**config.mk**
```make
export PLATFORM = sky130hd
export DESIGN_NAME = tl_ul_memory_responder
export DESIGN_NICKNAME = d
export VERILOG_FILES = /design/src/rtl/tl_ul_memory_responder.sv
export SDC_FILE = /design/constraint.sdc
export NUM_CORES = 1
export LEC_CHECK = 0
export BUFFER_PORTS_ARGS = -buffer_cell sky130_fd_sc_hd__buf_2
export CELL_PAD_IN_SITES_DETAIL_PLACEMENT = 1
export CELL_PAD_IN_SITES_GLOBAL_PLACEMENT = 1
export CORE_MARGIN = 4
export CORE_UTILIZATION = 28
export CTS_CLUSTER_SIZE = 12
export DETAILED_ROUTE_END_ITERATION = 10
export GPL_TIMING_DRIVEN = 0
export PLACE_DENSITY = 0.79
export SYNTH_ARGS = -nofsm -noshare
export SYNTH_HDL_FRONTEND = slang
export SYNTH_SLANG_ARGS = --single-unit
```
**constraint.sdc**
```tcl
create_clock -name clk -period 1.7 [get_ports clk]
set_input_delay 0.255 -clock clk [delete_from_list [all_inputs] [get_ports clk]]
set_output_delay 0.255 -clock clk [all_outputs]
set_load 0.005 [all_outputs]
```
**src/rtl/tl_ul_memory_responder.sv**
```systemverilog
// rtl/tl_ul_memory_responder.sv - TileLink-UL slave that turns one A beat into one memory request and one D beat.
module tl_ul_memory_responder #(
  parameter int BW_ADDR   = 32,
  parameter int BW_DATA   = 32,
  parameter int BW_SIZE   = 3,
  parameter int BW_SOURCE = 4,
  parameter int BW_SINK   = 1,
  localparam int BW_MASK  = BW_DATA / 8
) (
  input  logic                 clk,
  input  logic                 rstp,

  input  logic                 a_valid,
  output logic                 a_ready,
  input  logic [2:0]           a_opcode,
  input  logic [2:0]           a_param,
  input  logic [BW_SIZE-1:0]   a_size,
  input  logic [BW_SOURCE-1:0] a_source,
  input  logic [BW_ADDR-1:0]   a_address,
  input  logic [BW_MASK-1:0]   a_mask,
  input  logic [BW_DATA-1:0]   a_data,

  output logic                 d_valid,
  input  logic                 d_ready,
  output logic [2:0]           d_opcode,
  output logic [1:0]           d_param,
  output logic [BW_SIZE-1:0]   d_size,
  output logic [BW_SOURCE-1:0] d_source,
  output logic [BW_SINK-1:0]   d_sink,
  output logic                 d_denied,
  output logic [BW_DATA-1:0]   d_data,
  output logic                 d_corrupt,

  output logic                 mreq_valid,
  input  logic                 mreq_ready,
  output logic                 mreq_write,
  output logic [BW_ADDR-1:0]   mreq_addr,
  output logic [BW_MASK-1:0]   mreq_wstrb,
  output logic [BW_DATA-1:0]   mreq_wdata,

  input  logic                 mrsp_valid,
  input  logic [BW_DATA-1:0]   mrsp_rdata,
  input  logic                 mrsp_error
);

  localparam logic [2:0] OP_PUT_FULL    = 3'd0;
  localparam logic [2:0] OP_PUT_PARTIAL = 3'd1;
  localparam logic [2:0] OP_GET         = 3'd4;
  localparam logic [2:0] D_ACK          = 3'd0;
  localparam logic [2:0] D_ACK_DATA     = 3'd1;
  localparam int         LOG2_MASK      = $clog2(BW_MASK);
  localparam logic [BW_SIZE-1:0] MAX_SIZE = BW_SIZE'(LOG2_MASK);

  typedef enum logic [1:0] {
    IDLE  = 2'd0,
    MREQ  = 2'd1,
    MWAIT = 2'd2,
    DRESP = 2'd3
  } state_t;

  state_t state, state_next;

  logic [2:0]           op_q;
  logic [BW_SIZE-1:0]   size_q;
  logic [BW_SOURCE-1:0] source_q;
  logic [BW_ADDR-1:0]   addr_q;
  logic [BW_MASK-1:0]   mask_q;
  logic [BW_DATA-1:0]   data_q;
  logic [BW_DATA-1:0]   rdata_q;
  logic                 err_q;
  logic                 illegal_q;

  logic a_op_ok, a_legal, accept, rsp_take;
  logic is_get, denied, in_dresp;
  logic unused_param;

  assign unused_param = ^a_param;

  assign a_op_ok = (a_opcode == OP_PUT_FULL) || (a_opcode == OP_PUT_PARTIAL) ||
                   (a_opcode == OP_GET);
  assign a_legal = a_op_ok && (a_size <= MAX_SIZE);
  assign accept  = a_valid & a_ready;
  // Responses outside MWAIT (including the mreq handshake cycle) are dropped.
  assign rsp_take = (state == MWAIT) && mrsp_valid;

  always_ff @(posedge clk) begin
    if (rstp) begin
      state <= IDLE;
    end else begin
      state <= state_next;
    end
  end

  always_comb begin
    state_next = state;
    a_ready    = 1'b0;
    mreq_valid = 1'b0;
    d_valid    = 1'b0;
    case (state)
      IDLE: begin
        a_ready = 1'b1;
        if (a_valid) begin
          state_next = a_legal ? MREQ : DRESP;
        end
      end
      MREQ: begin
        mreq_valid = 1'b1;
        if (mreq_ready) begin
          state_next = MWAIT;
        end
      end
      MWAIT: begin
        if (mrsp_valid) begin
          state_next = DRESP;
        end
      end
      DRESP: begin
        d_valid = 1'b1;
        if (d_ready) begin
          state_next = IDLE;
        end
      end
      default: state_next = IDLE;
    endcase
  end

  always_ff @(posedge clk) begin
    if (rstp) begin
      op_q      <= '0;
      size_q    <= '0;
      source_q  <= '0;
      addr_q    <= '0;
      mask_q    <= '0;
      data_q    <= '0;
      rdata_q   <= '0;
      err_q     <= 1'b0;
      illegal_q <= 1'b0;
    end else begin
      if (accept) begin
        op_q      <= a_opcode;
        size_q    <= a_size;
        source_q  <= a_source;
        addr_q    <= a_address;
        mask_q    <= a_mask;
        data_q    <= a_data;
        rdata_q   <= '0;
        err_q     <= 1'b0;
        illegal_q <= ~a_legal;
      end
      if (rsp_take) begin
        err_q <= mrsp_error;
        if (op_q == OP_GET) begin
          rdata_q <= mrsp_rdata;
        end
      end
    end
  end

  assign is_get   = (op_q == OP_GET);
  assign denied   = illegal_q | err_q;
  assign in_dresp = (state == DRESP);

  assign mreq_write = ~is_get;
  assign mreq_addr  = addr_q;
  assign mreq_wstrb = is_get ? {BW_MASK{1'b1}} : mask_q;
  assign mreq_wdata = data_q;

  assign d_opcode  = is_get ? D_ACK_DATA : D_ACK;
  assign d_param   = '0;
  assign d_size    = size_q;
  assign d_source  = source_q;
  assign d_sink    = '0;
  assign d_denied  = in_dresp & denied;
  assign d_corrupt = in_dresp & denied & is_get;
  assign d_data    = (in_dresp && is_get && !denied) ? rdata_q : '0;

endmodule

```
==> reports/results.ini, run 1 <==
[worst_setup_path]
crit_required_ns = 1.44
worstSetupPathType = reg2out
crit_top_cell = buf_6
crit_slowest_cell = or3b_4
crit_path_max_incr_delay_ns = 0.41
cp.arrival_ns = 1.95
crit_fanout = 7
cpLargestDelayFamily = simple AND/OR/NAND/NOR gates
path_cells = or3b_4 -> nor4b_4 -> buf_6 -> clkbuf_8 -> and2_4 -> buf_6
crit_path_end_kind = primary output
worstSetupStartpointType = flip-flop
cp_num_buf_inv = 3

[timing]
setup_viol = 64
worstMarginPinSlew_ns = 0.617
fin_crit_sh_pct = 130
final_max_slew_viol_count = 0
rsz0062_at_grt = yes
layout_setup_ws_ns = -0.507
maxSlewHeadroom_pct = 58.9
hold_viol = 0
period_minus_slack_ns = 2.21
setup_tns_ns = -18.86
fin_skew_ns = 0.00548
fmax_ghz = 0.453

[die]
start_util_pct = 28.6
ios = 239
dieWidth_microns = 136
die_y_microns = 136
core_sq_um = 15900
die_area_sq_um = 18400
rows = 46

[routing]
wl_microns = 17600
antenna_left = 0
first_pass_iters = 4
wl_per_cell_microns = 16.5
detail_route.drc_violations = 0
routed-via-count = 4982
drt_iter0_drc = 176
post_drt_via_cell_ratio = 4.67

[final_layout]
syn_to_final_growth_pct = 59.2
final_util_pct = 45.6
final_cell_area_sq_um = 7260
layout_commonest_cell = buf_2
final_nets = 961
final_layout_size_suffix_gt1_share_pct = 42.9
final_cell_mix = buf_2, nand2_1, dfxtp_1

[grt]
grt_pass1_vias = 5043
grt_pass1_wl_microns = 26200
grt_overflow = 0
grt_max_degree = 17
antenna_found_initial = 3
grt_usage_pct = 18.1

[yosys]
syn_inst = 573
yosysSeqAreaShare_pct = 50.0
synth_seq_cells = 114
yosysWarnings = 0
synthDistinctLibCells = 26
avgSynthCellArea_sq_um = 7.96
syn_area_sq_um = 4560

[power_and_ir_drop]
peakVddDrop_mv = 0.611
combPwrFrac_pct = 27.5
internal-power_uw = 6700
swShare_pct = 30.9
seqPwrFrac_pct = 33.2
total_power_uw = 9690
p_per_area_nw_per_um2 = 1330
power.switching_uw = 3000
clockPowerShare_pct = 39.3
leakage_uw = 0.00324

[outcome]
violations = setup timing
status = finished with violations

[clock_tree]
cts_tree = built
clkSinkCount = 114
numCtsBuffers = 17
htreeDepth = 4
cts_max_path_buffers = 2
path_clk_slew_ns = 0.06
clockRootBuffer = clkbuf_16
clkLatencyLatePin_ns = 0.41

[place]
dp_hpwl_microns = 12700
dpl_cell_area_sq_um = 5990
io_buffers = 229
routabilityCongestion = 0.806

[job]
cap_violations = 0

[min_path]
hold_path.class = in2reg

-- final cells by class --
class	count	area [sq um]
diodes	1	2.50
plain buffers	55	420
repair buffers	242	1440
well taps	216	270
multi-input cells	403	2190
clock buffers	22	474
fillers	1967	8680
flip-flops and latches	114	2290
inverters	3	18.8
clock inverters	10	155
-- power groups by stage --
stage	registers, uW	logic, uW	clock network (uW)
2_1_floorplan	3280	1260	0
3_3_place_gp	3250	2270	0
3_5_place_dp	3260	2310	0
4_1_cts	3210	2460	3900
5_1_grt	3270	2950	4030
6_report	3220	2670	3810
-- synthesized netlist by cell type --
library cell / n / area (sq um)
clkbuf_1: 36 / 135
or3b_4: 1 / 11.3
nand2b_1: 9 / 56.3
clkbuf_2: 3 / 15.0
nand3_1: 33 / 165
nor4b_4: 1 / 23.8
inv_1: 2 / 7.51
clkinv_1: 1 / 3.75
dfxtp_1: 114 / 2280
conb_1: 1 / 3.75
and4_1: 1 / 8.76
a41oi_1: 1 / 8.76
o211ai_1: 32 / 240
buf_1: 4 / 15.0
nand2_1: 160 / 601
a211oi_1: 2 / 15.0
a311o_1: 1 / 10.0
a311oi_1: 1 / 8.76
mux2i_1: 1 / 10.0
nor2_1: 3 / 11.3
ha_1: 5 / 62.6
and2_1: 35 / 219
buf_2: 8 / 40.0
o21a_1: 1 / 7.51
buf_4: 6 / 45.0
a21oi_1: 111 / 556
-- layer usage --
layer / up-vias / wire length, microns / global-route usage [%]
met1: 2339 / 7190 / 21.2
met2: 177 / 8830 / 31.1
met5: - / 25 / 0
met3: 29 / 1280 / 5.76
li1: 2433 / - / -
met4: 4 / 309 / 6.61
-- metrics by stage --
step	cells	setup WS, ns	hold slack [ns]
after floorplan	577	0.0751	0.391
after global placement	1022	-0.629	0.438
after detailed placement	1022	-0.695	0.443
after CTS	1059	-0.505	0.0561
after global routing	1066	-0.564	0.0648
final	1066	-0.507	0.0781
-- state kept, by name, summed over array words and instances, names as in the netlist, 2 cells and up --
register,cells
d_source,4
mask_q,4
mreq_wdata,32
state,2
op_q,3
d_size,3
mreq_addr,32
rdata_q,32
-- kinds of logic after synthesis --
| kind of cell | Yosys count | synth area share, % |
|---|---|---|
| buffers and inverters | 60 | 5.73 |
| flip-flops | 114 | 50.0 |
| AO/OA/AOI/OAI | 149 | 18.5 |
| multiplexers | 1 | 0.219 |
| adder cells (fa/ha/maj) | 5 | 1.37 |
| AND/OR/NAND/NOR | 243 | 24.0 |
| other | 1 | 0.0822 |
-- final timing paths --
check        cells past startpoint     startpoint  slack [ns]       endpoint
max reg2reg                      8        op_q[1]       -0.09    rdata_q[26]
max                              6        op_q[1]       -0.51     d_data[23]
min reg2reg                      2  mreq_addr[16]        0.45  mreq_addr[16]
min                              3   a_address[0]        0.08   mreq_addr[0]
-- worst reg2reg max path: stages (launching register included) --
cell and delay (ns):
dfxtp_2 0.31, or3b_4 0.41, buf_4 0.15, buf_6 0.11, buf_12 0.14, buf_12 0.14
buf_6 0.13, o211ai_1 0.17, a21oi_1 0.08
-- what timing repair did --
action                                  CTS  global route
pin swaps                                22            21
buffers inserted                          5             3
hold endpoints to repair                  0             0
gates resized for setup                  84            84
cloned                                    2             3
endpoints found under the setup margin  149           149
hold buffers                              0             0
Power figures use the tool's default switching activity.
==> run 2: changes to the inputs <==
CELL_PAD_IN_SITES_DETAIL_PLACEMENT = 0   (was 1)
CELL_PAD_IN_SITES_GLOBAL_PLACEMENT = 2   (was 1)
CORE_UTILIZATION = 21   (was 28)
PLACE_DENSITY = 0.78   (was 0.79)
==> reports/results.ini, run 2 (synthesis gave the netlist of run 1 again) <==
[timing]
period_minus_slack_ns = 2.19
fin_crit_sh_pct = 129
layout_setup_ws_ns = -0.490
hold_viol = 0
rsz0062_at_grt = yes
fin_skew_ns = 0.00722
worstMarginPinSlew_ns = 0.770
setup_viol = 57
fmax_ghz = 0.457
maxSlewHeadroom_pct = 48.7
final_max_slew_viol_count = 0

[final_layout]
seqCellArea_sq_um = 2290
fill_cells = 2326
layout_commonest_cell = buf_2
final_nets = 965
final_layout_size_suffix_gt1_share_pct = 41.8
multi_input_area_sq_um = 2160
final_cell_mix = buf_2, nand2_1, dfxtp_1
diodes = 0
final_util_pct = 34.5
syn_to_final_growth_pct = 60.5
layout.cells.non_filler = 1127
final_cell_area_sq_um = 7320

[routing]
post_drt_via_cell_ratio = 4.33
first_pass_iters = 4
wl_microns = 17700
wl_per_cell_microns = 15.7
detail_route.drc_violations = 0
antenna_left = 0
drt_iter0_drc = 144
routed-via-count = 4880

[die]
core_sq_um = 21200
ios = 239
rows = 53
die_area_sq_um = 24100
start_util_pct = 21.5
dieWidth_microns = 155
die_y_microns = 155

[worst_setup_path]
path_cells = or3b_4 -> nor4b_4 -> buf_6 -> clkbuf_16 -> and2_1 -> buf_2
crit_required_ns = 1.44
worstSetupStartpointType = flip-flop
cp.arrival_ns = 1.94
worstSetupPathType = reg2out
crit_path_end_kind = primary output
crit_fanout = 10
crit_path_max_incr_delay_ns = 0.42
crit_slowest_cell = or3b_4

[power_and_ir_drop]
internal-power_uw = 6750
total_power_uw = 9760
power.switching_uw = 3010
leakage_uw = 0.00327
swShare_pct = 30.8
peakVddDrop_mv = 0.618
seqPwrFrac_pct = 33.0
clockPowerShare_pct = 39.8
combPwrFrac_pct = 27.1
p_per_area_nw_per_um2 = 1330

[place]
dpl_cell_area_sq_um = 6070
dp_cells = 1081
io_buffers = 229
routabilityCongestion = 0.718
dp_hpwl_microns = 12900

[clock_tree]
clockRootBuffer = clkbuf_16
cts_max_path_buffers = 2
numCtsBuffers = 17
clkLatencyLatePin_ns = 0.41
path_clk_slew_ns = 0.06
htreeDepth = 4
clkSinkCount = 114
cts_tree = built

[outcome]
violations = setup timing
status = finished with violations

[grt]
grt_overflow = 0
antenna_found_initial = 3
grt_max_degree = 17
grt_pass1_vias = 4785
grt_pass1_wl_microns = 26700
grt_usage_pct = 14.1

[min_path]
hold_path.class = in2reg

[job]
cap_violations = 0

run 2: path summary, 6_finish.rpt:
kind	from	end	slack (ns)	cells past startpoint
setup / recovery	op_q[0]	d_data[3]	-0.49	6
hold / removal	a_address[27]	mreq_addr[27]	0.08	3
setup reg to reg	op_q[0]	rdata_q[26]	-0.09	7
hold reg to reg	mreq_wdata[4]	mreq_wdata[4]	0.45	2
run 2: timing repair:
action / in CTS / in global routing
buffers inserted: 7 / 4
setup endpoints to repair: 150 / 151
gates cloned: 3 / 3
pin swaps: 9 / 20
resized for setup: 77 / 64
hold buffers: 0 / 0
run 2: metal layers:
| layer | track usage, % | wire [microns] | vias to the layer above |
|---|---|---|---|
| li1 | - | - | 2446 |
| met1 | 17.4 | 7620 | 2255 |
| met2 | 23.0 | 8430 | 151 |
| met3 | 5.54 | 1360 | 22 |
| met4 | 4.17 | 251 | 6 |
| met5 | 0 | 34 | - |
run 2: final cells by class:
type	count	area share (%)
Tap cell	275	4.70
Inverter	3	0.222
Multi-Input combinational cell	403	29.5
Timing Repair Buffer	246	19.9
Buffer	55	5.78
Sequential cell	114	31.2
Clock inverter	9	2.08
Clock buffer	22	6.61
run 2: critical path, delay by kind of cell, from the launching register on:
family / cells / cell delay [ns]
and+or+nand+nor: 3 / 0.78
buffers and inverters: 3 / 0.44
DFF: 1 / 0.32
run 2: power by group through the flow:
| stage | registers, uW | logic, uW | clock network (uW) |
|---|---|---|---|
| floorplan | 3280 | 1260 | 0 |
| global placement | 3250 | 2340 | 0 |
| detailed placement | 3260 | 2330 | 0 |
| CTS | 3210 | 2520 | 3980 |
| global route | 3270 | 2990 | 4100 |
| finish | 3230 | 2650 | 3880 |
run 2: metrics by stage:
stage               setup WS (ns)  TNS [ns]  hold WS, ns
floorplan                  0.0751         0        0.391
global placement           -0.709    -64.90        0.440
detailed placement         -0.750    -67.72        0.443
finish                     -0.490    -18.25       0.0768
CTS                        -0.521    -18.39       0.0536
global route               -0.561    -22.59       0.0521
